`src/rtl/poly1305_reduce_limb.sv`:
```
// Reduces a 258-bit product modulo p = 2^130 - 5 with a limb-serial fold, a short fold and one subtract.
// Optional REDUCE_CNT_EN adds a 32-bit count of completed reductions.
module poly1305_reduce_limb #(
    parameter int unsigned LIMB     = 16,
    parameter int unsigned IN_BITS  = 258,
    parameter int unsigned OUT_BITS = 130
) (
    input  logic                clk,
    input  logic                reset,
    input  logic                start,
    input  logic [IN_BITS-1:0]  prod_in,
    output logic [OUT_BITS-1:0] result_out,
    output logic                busy,
    output logic                done
`ifdef REDUCE_CNT_EN
    ,
    output logic [31:0]         reduce_count
`endif
);

    localparam int unsigned L  = (OUT_BITS + LIMB - 1) / LIMB;
    localparam int unsigned W  = L * LIMB;
    localparam int unsigned KW = $clog2(L);
    localparam int unsigned SW = LIMB + 3;
    localparam int unsigned XW = OUT_BITS + 1;
    localparam logic [OUT_BITS-1:0] P = {{(OUT_BITS-3){1'b1}}, 3'b011};

    typedef enum logic [1:0] {IDLE, FOLD, FOLD2, SUB} state_t;

    state_t          state;
    logic [W-1:0]    lo;
    logic [W-1:0]    hi;
    logic [W-1:0]    x1;
    logic [2:0]      carry;
    logic [KW-1:0]   k;
    logic [XW-1:0]   x2;
    logic [SW-1:0]   s;
    logic [W-OUT_BITS+2:0] x1_top;

    always_comb begin
        s = SW'(lo[LIMB-1:0]) + SW'(hi[LIMB-1:0]) * SW'(5) + SW'(carry);
    end

    // Everything above bit 129 (including the final carry) folds back with weight 5.
    always_comb begin
        x1_top = {carry, x1[W-1:OUT_BITS]};
    end

    always_ff @(posedge clk or posedge reset) begin
        if (reset) begin
            state      <= IDLE;
            lo         <= '0;
            hi         <= '0;
            x1         <= '0;
            carry      <= '0;
            k          <= '0;
            x2         <= '0;
            result_out <= '0;
            busy       <= 1'b0;
            done       <= 1'b0;
        end else begin
            done <= 1'b0;
            case (state)
                IDLE: begin
                    if (start) begin
                        lo    <= W'(prod_in[OUT_BITS-1:0]);
                        hi    <= W'(prod_in[IN_BITS-1:OUT_BITS]);
                        carry <= '0;
                        k     <= '0;
                        busy  <= 1'b1;
                        state <= FOLD;
                    end
                end
                FOLD: begin
                    // Limbs shift in from the top so limb k lands at position k after L cycles.
                    x1    <= {s[LIMB-1:0], x1[W-1:LIMB]};
                    carry <= s[SW-1:LIMB];
                    lo    <= lo >> LIMB;
                    hi    <= hi >> LIMB;
                    k     <= k + 1'b1;
                    if (k == KW'(L - 1)) begin
                        state <= FOLD2;
                    end
                end
                FOLD2: begin
                    x2    <= XW'(x1[OUT_BITS-1:0]) + XW'(x1_top) * XW'(5);
                    state <= SUB;
                end
                default: begin
                    // x2 < 2^130 + 15, so x2 - p fits in 130 bits and modular subtraction is exact.
                    if (x2[OUT_BITS] || (x2[OUT_BITS-1:0] >= P)) begin
                        result_out <= x2[OUT_BITS-1:0] - P;
                    end else begin
                        result_out <= x2[OUT_BITS-1:0];
                    end
                    done  <= 1'b1;
                    busy  <= 1'b0;
                    state <= IDLE;
                end
            endcase
        end
    end

`ifdef REDUCE_CNT_EN
    always_ff @(posedge clk or posedge reset) begin
        if (reset) begin
            reduce_count <= '0;
        end else if (state == SUB) begin
            reduce_count <= reduce_count + 32'd1;
        end
    end
`endif

endmodule

```
`config.mk`:
```
export PLATFORM = sky130hd
export DESIGN_NAME = poly1305_reduce_limb
export DESIGN_NICKNAME = d
export VERILOG_FILES = /design/src/rtl/poly1305_reduce_limb.sv
export SDC_FILE = /design/constraint.sdc
export NUM_CORES = 2
export LEC_CHECK = 0
export ABC_CLOCK_PERIOD_IN_PS = 42100
export CAP_MARGIN = 25
export CORE_MARGIN = 5
export CORE_UTILIZATION = 45
export DETAILED_ROUTE_END_ITERATION = 10
export GPL_TIMING_DRIVEN = 0
export HOLD_SLACK_MARGIN = 0.1
export PLACE_DENSITY = 0.69
export SETUP_SLACK_MARGIN = 0.15
export SYNTH_ARGS = -nofsm -noshare
export SYNTH_HDL_FRONTEND = slang
export SYNTH_SLANG_ARGS = --single-unit
```
`constraint.sdc`:
```
create_clock -name clk -period 42.1 [get_ports clk]
set_input_delay 12.63 -clock clk [delete_from_list [all_inputs] [get_ports clk]]
set_output_delay 12.63 -clock clk [all_outputs]
set_load 0.01 [all_outputs]
```
==> key figures <==
Global route
  – Tot GR Track Use: 26.24%
  – Initial antenna violation count: 12
  – First-pass GRT wire length: 170,500 um
  – Largest net degree at the start of global routing: 137
  – Vias in the first global route: 28,750
  – Grt total ovfl: 0

Timing
  – Final setup TNS: 0 ns
  – Slew Limit Fails: 0
  – Hold Vio Cnt, Final: 0
  – RSZ-0062 raised after global routing: false
  – Slew @ Worst Pin: 1.055 ns
  – Clock Skews: 0.04446 ns
  – Slew headroom: 29.12%
  – Fin crit period: 15.03 ns
  – Final cycle utilization of the critical path: 35.70%
  – Setup slack after layout: 27.07 ns
  – Max Freq: 66.54 MHz
  – Setup violators final: 0

Setup path
  – CP Max Fanout: 10
  – CP max stage delay: 0.54 ns
  – Crit path arrival time: 15.58 ns
  – Worst-case reg-to-reg path depth: 12
  – Reg-to-Reg End: x2[102]
  – Worst path depth: 9
  – Crit path launch: start
  – Worst setup EP type: flop
  – Delay-heaviest family, CP: buffers and inverters
  – Crit path kind: in2reg
  – Slowest stage cell, crit path: clkbuf_1
  – Critical Path Source Type: input port
  – WP data required: 42.65 ns
  – Worst R2R Start: x1[131]
  – Most frequent cell on the critical path: clkbuf_1
  – Worst-path cell chain: clkdlybuf4s50_1 > nand2_1 > o21a_1 > clkbuf_1 > clkbuf_1 > clkbuf_1 > clkbuf_1 > nand2_1 > o21ai_0
  – Flop-to-flop setup slack: 36.96 ns
  – Crit path buffers/inverters: 5

Synthesis
  – Mapped Nets: 3,969
  – Netlist cell types: 63
  – Seq cells post-synth: 674
  – Syn. warnings: 0
  – Asr flop ratio synth: 100.0%
  – Post-synth top area share: 47.92%
  – Post-synth top flop: dfrtp_1
  – Sequential area share after synthesis: 47.92%
  – Synth Area per Inst: 9.832 um2
  – Cell with the most instances after synthesis: dfrtp_1
  – Post-synth EDFFs: 0
  – Cells after Synth: 3,580
  – Synth cell count leaders: 674 x dfrtp_1, 385 x nand2_1, 306 x nor2_1, 290 x o21ai_0, 230 x a21oi_1
  – Synthesized cell area: 0.03520 mm2
  – Synth area leader: dfrtp_1
  – Largest cells by area after synthesis: dfrtp_1 48%, mux2i_1 6.5%, mux2_2 4.5%, o21ai_0 4.1%, nand2_1 4.1%

Layout
  – P&R area growth vs syn: 23.02%
  – Number of fill cells: 6,876
  – Sequential cell area: 0.01687 mm2
  – Multi-input gate area: 0.01711 mm2
  – Share of layout cells above drive strength 1: 7.294%
  – Fin nets: 4,446

Detailed routing
  – Wire per inst: 21.65 um
  – DRC violations left: 0
  – Vias per Instance: 5.628
  – Drt initial violations: 2,314
  – Drt pass-1 iters: 7
  – Vias: 29,020
  – Antenna Nets Post-Route: 0
  – WL final: 111,700 um

Clock network
  – Root buf cell: clkbuf_16
  – CTS tree: done
  – Resize count post-CTS: 0
  – Clock Latency Late Sink: 0.63 ns
  – Worst-path clk slew: 0.06 ns
  – Clk buf depth: 3
  – H-Tree Depth: 3
  – CTS Hold Bufs: 0
  – Clk sinks: 674
  – Total CTS buffers: 75
  – Setup Buffers After CTS: 0

Die
  – Starting density of the core: 45.44%
  – Die height: 289.7 um
  – Full die area: 0.08391 mm2
  – # rows: 102
  – Die width: 289.7 um
  – Ports: 393
  – Core ar.: 0.07747 mm2

Status
  – Status: finished, final reports clean

Hold path
  – Worst hold path type: reg2reg
  – Hold Path Origin: lo[59]
  – Worst Hold End: lo[59]
  – Min-Delay Path Depth: 2

Power and ir drop
  – Lkg Pwr: 0.01784 uW
  – Peak supply drop: 0.00004441 V
  – Pwr/cell area: 93.23 mW/mm2

Placement
  – Pre-CTS setup slack: 26.42 ns
  – Routability cong.: 1.033
  – Port Buffers: 392
  – DP Wirelength: 86,900 um

Flow run
  – Max-capacitance violation count: 0
cell families (layout without fill, tap and decap cells):
logic type / count (synthesis) / in the layout / share of synthesized area [%]
compound gates: 660 / 660 / 10.40
xor+xnor: 233 / 233 / 5.797
fa+ha+maj: 128 / 128 / 5.232
buf+inv: 324 / 857 / 3.473
flops: 674 / 674 / 47.92
mux: 369 / 369 / 10.99
other cells: 0 / 4 / 0
simple gates: 1192 / 1192 / 16.19
sequential cells by signal, summed over array words and instances, names as in the netlist:
register,cells
result_out,130
lo,130
x1,144
state,2
done,1
hi,128
k,4
x2,131
carry,3
busy,1
metal layers:
layer	wire (um)	GRT usage, %
met5	99	0
met3	8625	5.859
met2	53630	44.04
met1	44370	33.27
met4	4952	10.22
worst register-to-register path: stages, from the launching register on:
cell and delay (ns):
dfrtp_1 0.50, ha_1 0.37, fa_1 0.46, ha_1 0.36, o21ai_0 0.25, o21bai_1 0.17
o41ai_1 0.49, a21oi_1 0.29, o21ai_1 0.83, clkbuf_1 0.63, nor4_1 0.16, xnor2_1 0.40
a21oi_1 0.13
cell usage in the layout, fill, tap and decap left out, types with 17 or more instances in the layout:
cell type	count
o21ai_0	290
clkbuf_1	190
nand4_1	73
nor3_1	81
inv_1	123
a22o_1	32
and4_1	18
mux2i_1	228
or3_1	29
nand3_1	107
clkbuf_8	17
nor4_1	45
nor2_1	306
xor2_1	72
mux2_2	141
dfrtp_1	674
a31oi_1	37
clkbuf_16	76
and3_1	42
or4_1	28
nand2_1	385
a21oi_1	230
clkdlybuf4s50_1	392
fa_1	32
ha_1	96
xnor2_1	161
power breakdown:
part / switching [uW] / total [uW] / internal (uW) / leakage [uW]
clock network: 284 / 716 / 432 / 0.00133
registers: 346 / 1320 / 974 / 0.00806
logic: 1140 / 2000 / 864 / 0.00846
stage by stage:
stage | power (uW) | hold WS [ns] | std cells | cell area (um2) | util, %
6_report | 4037 | 0.4763 | 5157 | 43300 | 55.90
5_1_grt | 4341 | 0.4881 | 5153 | 43290 | 55.89
4_1_cts | 4051 | 0.4826 | 5152 | 43290 | 55.88
3_5_place_dp | 3315 | 0.4696 | 5019 | 40590 | 52.39
3_3_place_gp | 3266 | 0.4598 | 5012 | 40430 | 52.18
2_1_floorplan | 2572 | 0.4496 | 3580 | 35200 | -
cell type report:
type                    count  area share, %
diodes                      4        0.02311
plain buffers             200          1.748
clock buffers              99          4.984
clock inverters            34          1.260
inverters                 124          1.092
multi-input cells        2582          39.51
flip-flops and latches    674          38.95
well taps                1040          3.005
repair buffers            400          9.425
worst max-delay path by stage:
stage,slack (ns),endpoint
2_1_floorplan,10.58,busy
3_3_place_gp,2.73,result_out[103]
3_5_place_dp,26.42,lo[113]
4_1_cts,27.06,hi[42]
5_1_grt,26.89,hi[39]
6_report,27.07,hi[42]
No activity file was read; power rests on OpenSTA's default activity.
